File: src/rtl/bus_arbiter_rr16_pkg.sv
// ============================================================================
// Module      : bus_arbiter_rr16_pkg
// Description : Shared sizes, state encoding and one-hot helper for the
//               16-source round-robin bus arbiter.
// Revision    : 1.0 - initial release
// ============================================================================
`default_nettype none

package bus_arbiter_rr16_pkg;

    localparam int NUM_REQ = 16;
    localparam int SEL_W   = 4;

    typedef enum logic [0:0] {
        ST_IDLE  = 1'b0,
        ST_OWNED = 1'b1
    } state_e;

    function automatic logic [NUM_REQ-1:0] onehot16(input logic [SEL_W-1:0] idx);
        logic [NUM_REQ-1:0] v;
        v      = '0;
        v[idx] = 1'b1;
        return v;
    endfunction

endpackage

`default_nettype wire

File: src/rtl/bus_arbiter_rr16_if.sv
// ============================================================================
// Module      : bus_arbiter_rr16_if
// Description : Request/grant/select bundle between the arbiter (master)
//               and the 16 register sources (slave).
// Revision    : 1.0 - initial release
// ============================================================================
`default_nettype none

interface bus_arbiter_rr16_if;

    logic [bus_arbiter_rr16_pkg::NUM_REQ-1:0] req;
    logic [bus_arbiter_rr16_pkg::NUM_REQ-1:0] grant;
    logic [bus_arbiter_rr16_pkg::SEL_W-1:0]   se1;
    logic                                     bus_valid;
    logic                                     preempt;

    modport master (
        input  req,
        output grant,
        output se1,
        output bus_valid,
        output preempt
    );

    modport slave (
        output req,
        input  grant,
        input  se1,
        input  bus_valid,
        input  preempt
    );

endinterface

`default_nettype wire

File: src/rtl/bus_arbiter_rr16_rr_pick16.sv
// ============================================================================
// Module      : rr_pick16
// Description : Combinational rotate-priority encoder; returns the first set
//               mask bit searching upward from (last+1) with wrap-around.
// Revision    : 1.0 - initial release
// ============================================================================
`default_nettype none

module rr_pick16
    import bus_arbiter_rr16_pkg::*;
(
    input  wire logic [NUM_REQ-1:0] mask,
    input  wire logic [SEL_W-1:0]   last,
    output logic      [SEL_W-1:0]   idx,
    output logic                    found
);

    logic [SEL_W-1:0] cand;

    // Offsets 1..16 visit every index exactly once; offset 16 wraps back to last.
    always_comb begin
        idx   = '0;
        found = 1'b0;
        cand  = '0;
        for (int i = 1; i <= NUM_REQ; i++) begin
            cand = last + SEL_W'(i);
            if (!found && mask[cand]) begin
                idx   = cand;
                found = 1'b1;
            end
        end
    end

endmodule

`default_nettype wire

File: src/rtl/bus_arbiter_rr16.sv
// ============================================================================
// Module      : bus_arbiter_rr16
// Description : Round-robin arbiter/sequencer for the 16-source register bus
//               with bounded hold time and forced preemption.
// Revision    : 1.0 - initial release
// ============================================================================
`default_nettype none

module bus_arbiter_rr16
    import bus_arbiter_rr16_pkg::*;
#(
    parameter int MAX_HOLD = 8
)(
    input  wire logic           clk,
    input  wire logic           rst,
    bus_arbiter_rr16_if.master  bus
);

    localparam logic [7:0] MAX_HOLD_C = 8'(MAX_HOLD);

    state_e             state_q,   state_d;
    logic [NUM_REQ-1:0] grant_q,   grant_d;
    logic [SEL_W-1:0]   sel_q,     sel_d;
    logic [SEL_W-1:0]   last_q,    last_d;
    logic [7:0]         cnt_q,     cnt_d;
    logic               valid_q,   valid_d;
    logic               preempt_q, preempt_d;

    logic [NUM_REQ-1:0] owner_oh;
    logic               owner_req;
    logic [NUM_REQ-1:0] pick_mask;
    logic [SEL_W-1:0]   pick_idx;
    logic               pick_found;

    assign owner_oh  = onehot16(sel_q);
    assign owner_req = |(bus.req & owner_oh);

    // While owned the owner bit is excluded, so a release or timeout always
    // hands over to someone else; on release the owner bit is already low.
    assign pick_mask = (state_q == ST_OWNED) ? (bus.req & ~owner_oh) : bus.req;

    rr_pick16 u_pick (
        .mask  (pick_mask),
        .last  (last_q),
        .idx   (pick_idx),
        .found (pick_found)
    );

    always_comb begin
        state_d   = state_q;
        grant_d   = grant_q;
        sel_d     = sel_q;
        last_d    = last_q;
        cnt_d     = cnt_q;
        valid_d   = valid_q;
        preempt_d = 1'b0;

        if (state_q == ST_IDLE) begin
            if (pick_found) begin
                state_d = ST_OWNED;
                grant_d = onehot16(pick_idx);
                sel_d   = pick_idx;
                last_d  = pick_idx;
                cnt_d   = 8'd1;
                valid_d = 1'b1;
            end
        end else begin
            if (!owner_req) begin
                if (pick_found) begin
                    grant_d = onehot16(pick_idx);
                    sel_d   = pick_idx;
                    last_d  = pick_idx;
                    cnt_d   = 8'd1;
                end else begin
                    state_d = ST_IDLE;
                    grant_d = '0;
                    valid_d = 1'b0;
                end
            end else if (cnt_q < MAX_HOLD_C) begin
                cnt_d = cnt_q + 8'd1;
            end else if (pick_found) begin
                grant_d   = onehot16(pick_idx);
                sel_d     = pick_idx;
                last_d    = pick_idx;
                cnt_d     = 8'd1;
                preempt_d = 1'b1;
            end
        end
    end

    always_ff @(posedge clk) begin
        if (rst) begin
            state_q   <= ST_IDLE;
            grant_q   <= '0;
            sel_q     <= '0;
            last_q    <= SEL_W'(NUM_REQ - 1);
            cnt_q     <= '0;
            valid_q   <= 1'b0;
            preempt_q <= 1'b0;
        end else begin
            state_q   <= state_d;
            grant_q   <= grant_d;
            sel_q     <= sel_d;
            last_q    <= last_d;
            cnt_q     <= cnt_d;
            valid_q   <= valid_d;
            preempt_q <= preempt_d;
        end
    end

    assign bus.grant     = grant_q;
    assign bus.se1       = sel_q;
    assign bus.bus_valid = valid_q;
    assign bus.preempt   = preempt_q;

endmodule

`default_nettype wire

File: src/flat_wrapper.sv
// flat-port wrapper written by rule: the top's interface ports become plain ports
module bus_arbiter_rr16_flat import bus_arbiter_rr16_pkg::*;
#(
    parameter int MAX_HOLD = 8
)
  (clk, rst, bus_req, bus_grant, bus_se1, bus_bus_valid, bus_preempt);
  bus_arbiter_rr16_if bus_i ();
  input  wire logic clk;
  input  wire logic rst;
  input wire logic [$bits(bus_i.req)-1:0] bus_req;
  output wire logic [$bits(bus_i.grant)-1:0] bus_grant;
  output wire logic [$bits(bus_i.se1)-1:0] bus_se1;
  output wire logic [$bits(bus_i.bus_valid)-1:0] bus_bus_valid;
  output wire logic [$bits(bus_i.preempt)-1:0] bus_preempt;
  assign bus_i.req = bus_req;
  assign bus_grant = bus_i.grant;
  assign bus_se1 = bus_i.se1;
  assign bus_bus_valid = bus_i.bus_valid;
  assign bus_preempt = bus_i.preempt;
  bus_arbiter_rr16 #(.MAX_HOLD(MAX_HOLD)) u_core (.clk(clk), .rst(rst), .bus(bus_i));
endmodule
File: config.mk
export PLATFORM = sky130hd
export DESIGN_NAME = bus_arbiter_rr16_flat
export DESIGN_NICKNAME = d
export VERILOG_FILES = /design/src/rtl/bus_arbiter_rr16_pkg.sv /design/src/rtl/bus_arbiter_rr16_if.sv /design/src/rtl/bus_arbiter_rr16_rr_pick16.sv /design/src/rtl/bus_arbiter_rr16.sv /design/src/flat_wrapper.sv
export SDC_FILE = /design/constraint.sdc
export NUM_CORES = 1
export LEC_CHECK = 0
export CORE_MARGIN = 5
export CORE_UTILIZATION = 50
export CTS_BUF_LIST = sky130_fd_sc_hd__clkbuf_8
export CTS_CLUSTER_DIAMETER = 80
export DETAILED_ROUTE_END_ITERATION = 16
export PLACE_DENSITY = 0.71
export SLEW_MARGIN = 20
export SYNTH_ARGS = -nofsm -noshare
export SYNTH_HDL_FRONTEND = slang
export SYNTH_HIERARCHICAL = 1
export SYNTH_SLANG_ARGS = --single-unit
File: constraint.sdc
create_clock -name clk -period 7.4 [get_ports clk]
set_input_delay 1.85 -clock clk [delete_from_list [all_inputs] [get_ports clk]]
set_output_delay 1.85 -clock clk [all_outputs]
set_load 0.01 [all_outputs]
==> flow_summary.yaml <==
status:
  outcome: "complete, no violations"
run:
  drv_cap: 0
cts:
  htreeDepth: 2
  clkLatencyLatePin_ps: 290
  cts_tree: "yes"
  postCtsHoldBufs: 0
  clock-sinks: 35
  cts_setup_buffers: 0
  root_buffer: "clkbuf_8"
  cts_buffers: 5
  cts_resized: 0
  cts_buffer_depth: 2
  clkTransAtPathRegs_ps: 70
critical_path:
  worstPathMaxFanout: 16
  critPathRequiredTime_ps: 7630
  worstPathArrival_ps: 6220
  worstSetupEndpointType: "flop"
  crit_type: "primary input to flop"
  startpoint_type: "primary input"
sta:
  min_period_over_period_pct: 81.0
  clock_skew_ps: 5.83
  fin_crit_ps: 5990
  max_slew_margin_pct: 38.9
  setup_viol: 0
  rsz0062_at_grt: "no"
  final-hold-violation-count: 0
  fmaxAchievable_ghz: 0.167
  worstMarginPinSlew_ps: 910
  finalMaxSlewViolations: 0
  fin_setup_tns_ps: 0
synth:
  synth-seq-cells: 35
  synth_ff_type: "dfxtp_1"
  syn_area_per_cell_sq_um: 8.94
  ys_async_sr_fraction_pct: 0
  synth.distinct_cells: 70
  syn_area_sq_um: 4180
  yosysWarnings: 6
  syn_inst: 467
  synth_nets: 494
  seq_area_frac_synth_pct: 16.8
  synth_edf_count: 0
route:
  num_vias: 4010
  viasPerCell: 6.73
  wl_per_cell_microns: 20.1
  remaining_drc_errors: 0
  first_iter_violations: 388
  routed_wl_microns: 12000
  drt_first_pass_iters: 5
  ant_nets: 0
placed_design:
  dp_cells: 588
  place_area_sq_um: 4580
  routabilityCongestion: 0.980
  io_buffers: 39
  place_hpwl_microns: 9190
final_layout:
  fin_cells: 596
  final.fill_count: 747
  final_cell_mix: "mux2i_1, clkdlybuf4s50_1, nand2_1"
  diodes: 0
  seqCellArea_sq_um: 702
  final_layout_size_suffix_gt1_share_pct: 13.4
  area_growth_syn_to_layout_pct: 11.6
  final_core_util_pct: 57.0
  nets: 517
  multi_input_area_sq_um: 3250
  final_area_sq_um: 4660
  final_common_cell: "mux2i_1"
die:
  initial_core_util_pct: 51.1
  die_h_microns: 101
  num_rows: 33
  ioPinCount: 40
  core_sq_um: 8180
  dieArea_sq_um: 10300
  dieWidth_microns: 101
grt:
  overflow: 0
  grt_max_degree: 37
  grt_pass1_wl_microns: 19900
  antenna_found_initial: 0
  grt_pass1_vias: 3871
  track_usage_pct: 24.1
min_path:
  worst_hold_path_type: "flop to flop"
==> final timing paths <==
| kind | start | slack, ps | endpoint | cells after the start |
|---|---|---|---|---|
| worst min-delay path | u_core/cnt_q[5] | 460 | u_core/cnt_q[5] | 1 |
| worst max-delay path | bus_req[10] | 1410 | u_core/bus.grant[10] | 10 |
| worst max register to register | u_core/last_q[1] | 2030 | u_core/bus.grant[10] | 12 |
| worst min register to register | u_core/cnt_q[5] | 460 | u_core/cnt_q[5] | 1 |
==> cell families after synthesis <==
family                     share of synthesized area (%)
DFF                                                 16.8
muxes                                               30.6
adders and majority gates                           2.70
and+or+nand+nor                                     18.9
buffers and inverters                               5.42
xor gates and xnor gates                            2.25
AOI/OAI and AO/OA                                   23.3
==> registers in the layout (all words and copies together), names as in the netlist <==
register and flops:
u_core/bus.grant 16, u_core/cnt_q 8, u_core/bus.se1 4, u_core/last_q 4, u_core/bus.bus_valid 1, u_core/bus.preempt 1
u_core/state_q 1
==> per-layer routing <==
layer | routed length (microns) | up-vias | part of all wire [%] | global-route usage (%)
met5 | 0 | - | 0 | 0
met4 | 289 | 0 | 2.4 | 6.03
met3 | 727 | 29 | 6.1 | 3.93
met2 | 5640 | 191 | 47 | 38.8
met1 | 5350 | 1927 | 45 | 33.8
li1 | - | 1863 | - | -
==> critical path: stages <==
cell             delay (ps)
clkdlybuf4s50_1         460
o21a_1                  200
mux4_2                  560
mux4_2                  630
nor4_4                  420
nand3_4                 210
nor3_1                  480
nand2_1                 400
a221oi_4                740
a22o_1                  250
==> final cells by class <==
class,instances,share of cell area (%)
Sequential cell,35,15.1
Clock inverter,3,0.349
Tap cell,105,2.82
Clock buffer,5,1.48
Timing Repair Buffer,44,9.18
Multi-Input combinational cell,388,69.7
Inverter,16,1.40
==> through the flow <==
stage	setup slack, ps	hold slack [ps]
final	1410	457
after global routing	1120	485
after CTS	1480	460
after detailed placement	1180	442
after global placement	1270	435
after floorplan	2310	421
==> Yosys cell counts (5+ instances only) <==
cell | n | area, sq um
mux2i_1 | 41 | 410
nand2_1 | 37 | 139
nor2_1 | 36 | 135
dfxtp_1 | 35 | 701
mux4_2 | 29 | 653
a21oi_1 | 27 | 135
o21ai_0 | 23 | 115
a22o_1 | 18 | 158
clkbuf_1 | 16 | 60.1
nor3_1 | 13 | 65.1
o21a_1 | 13 | 97.6
inv_1 | 12 | 45.0
nand3b_1 | 11 | 82.6
mux2_2 | 10 | 113
ha_1 | 9 | 113
a31oi_1 | 7 | 43.8
and2_1 | 7 | 43.8
nand2b_1 | 7 | 43.8
nor3b_1 | 6 | 45.0
o22ai_1 | 6 | 37.5
buf_2 | 5 | 25.0
nand3_1 | 5 | 25.0
o211ai_1 | 5 | 37.5
Power is not shown: default switching activity piles up to over one toggle a cycle in this logic, so the estimate is an artifact.
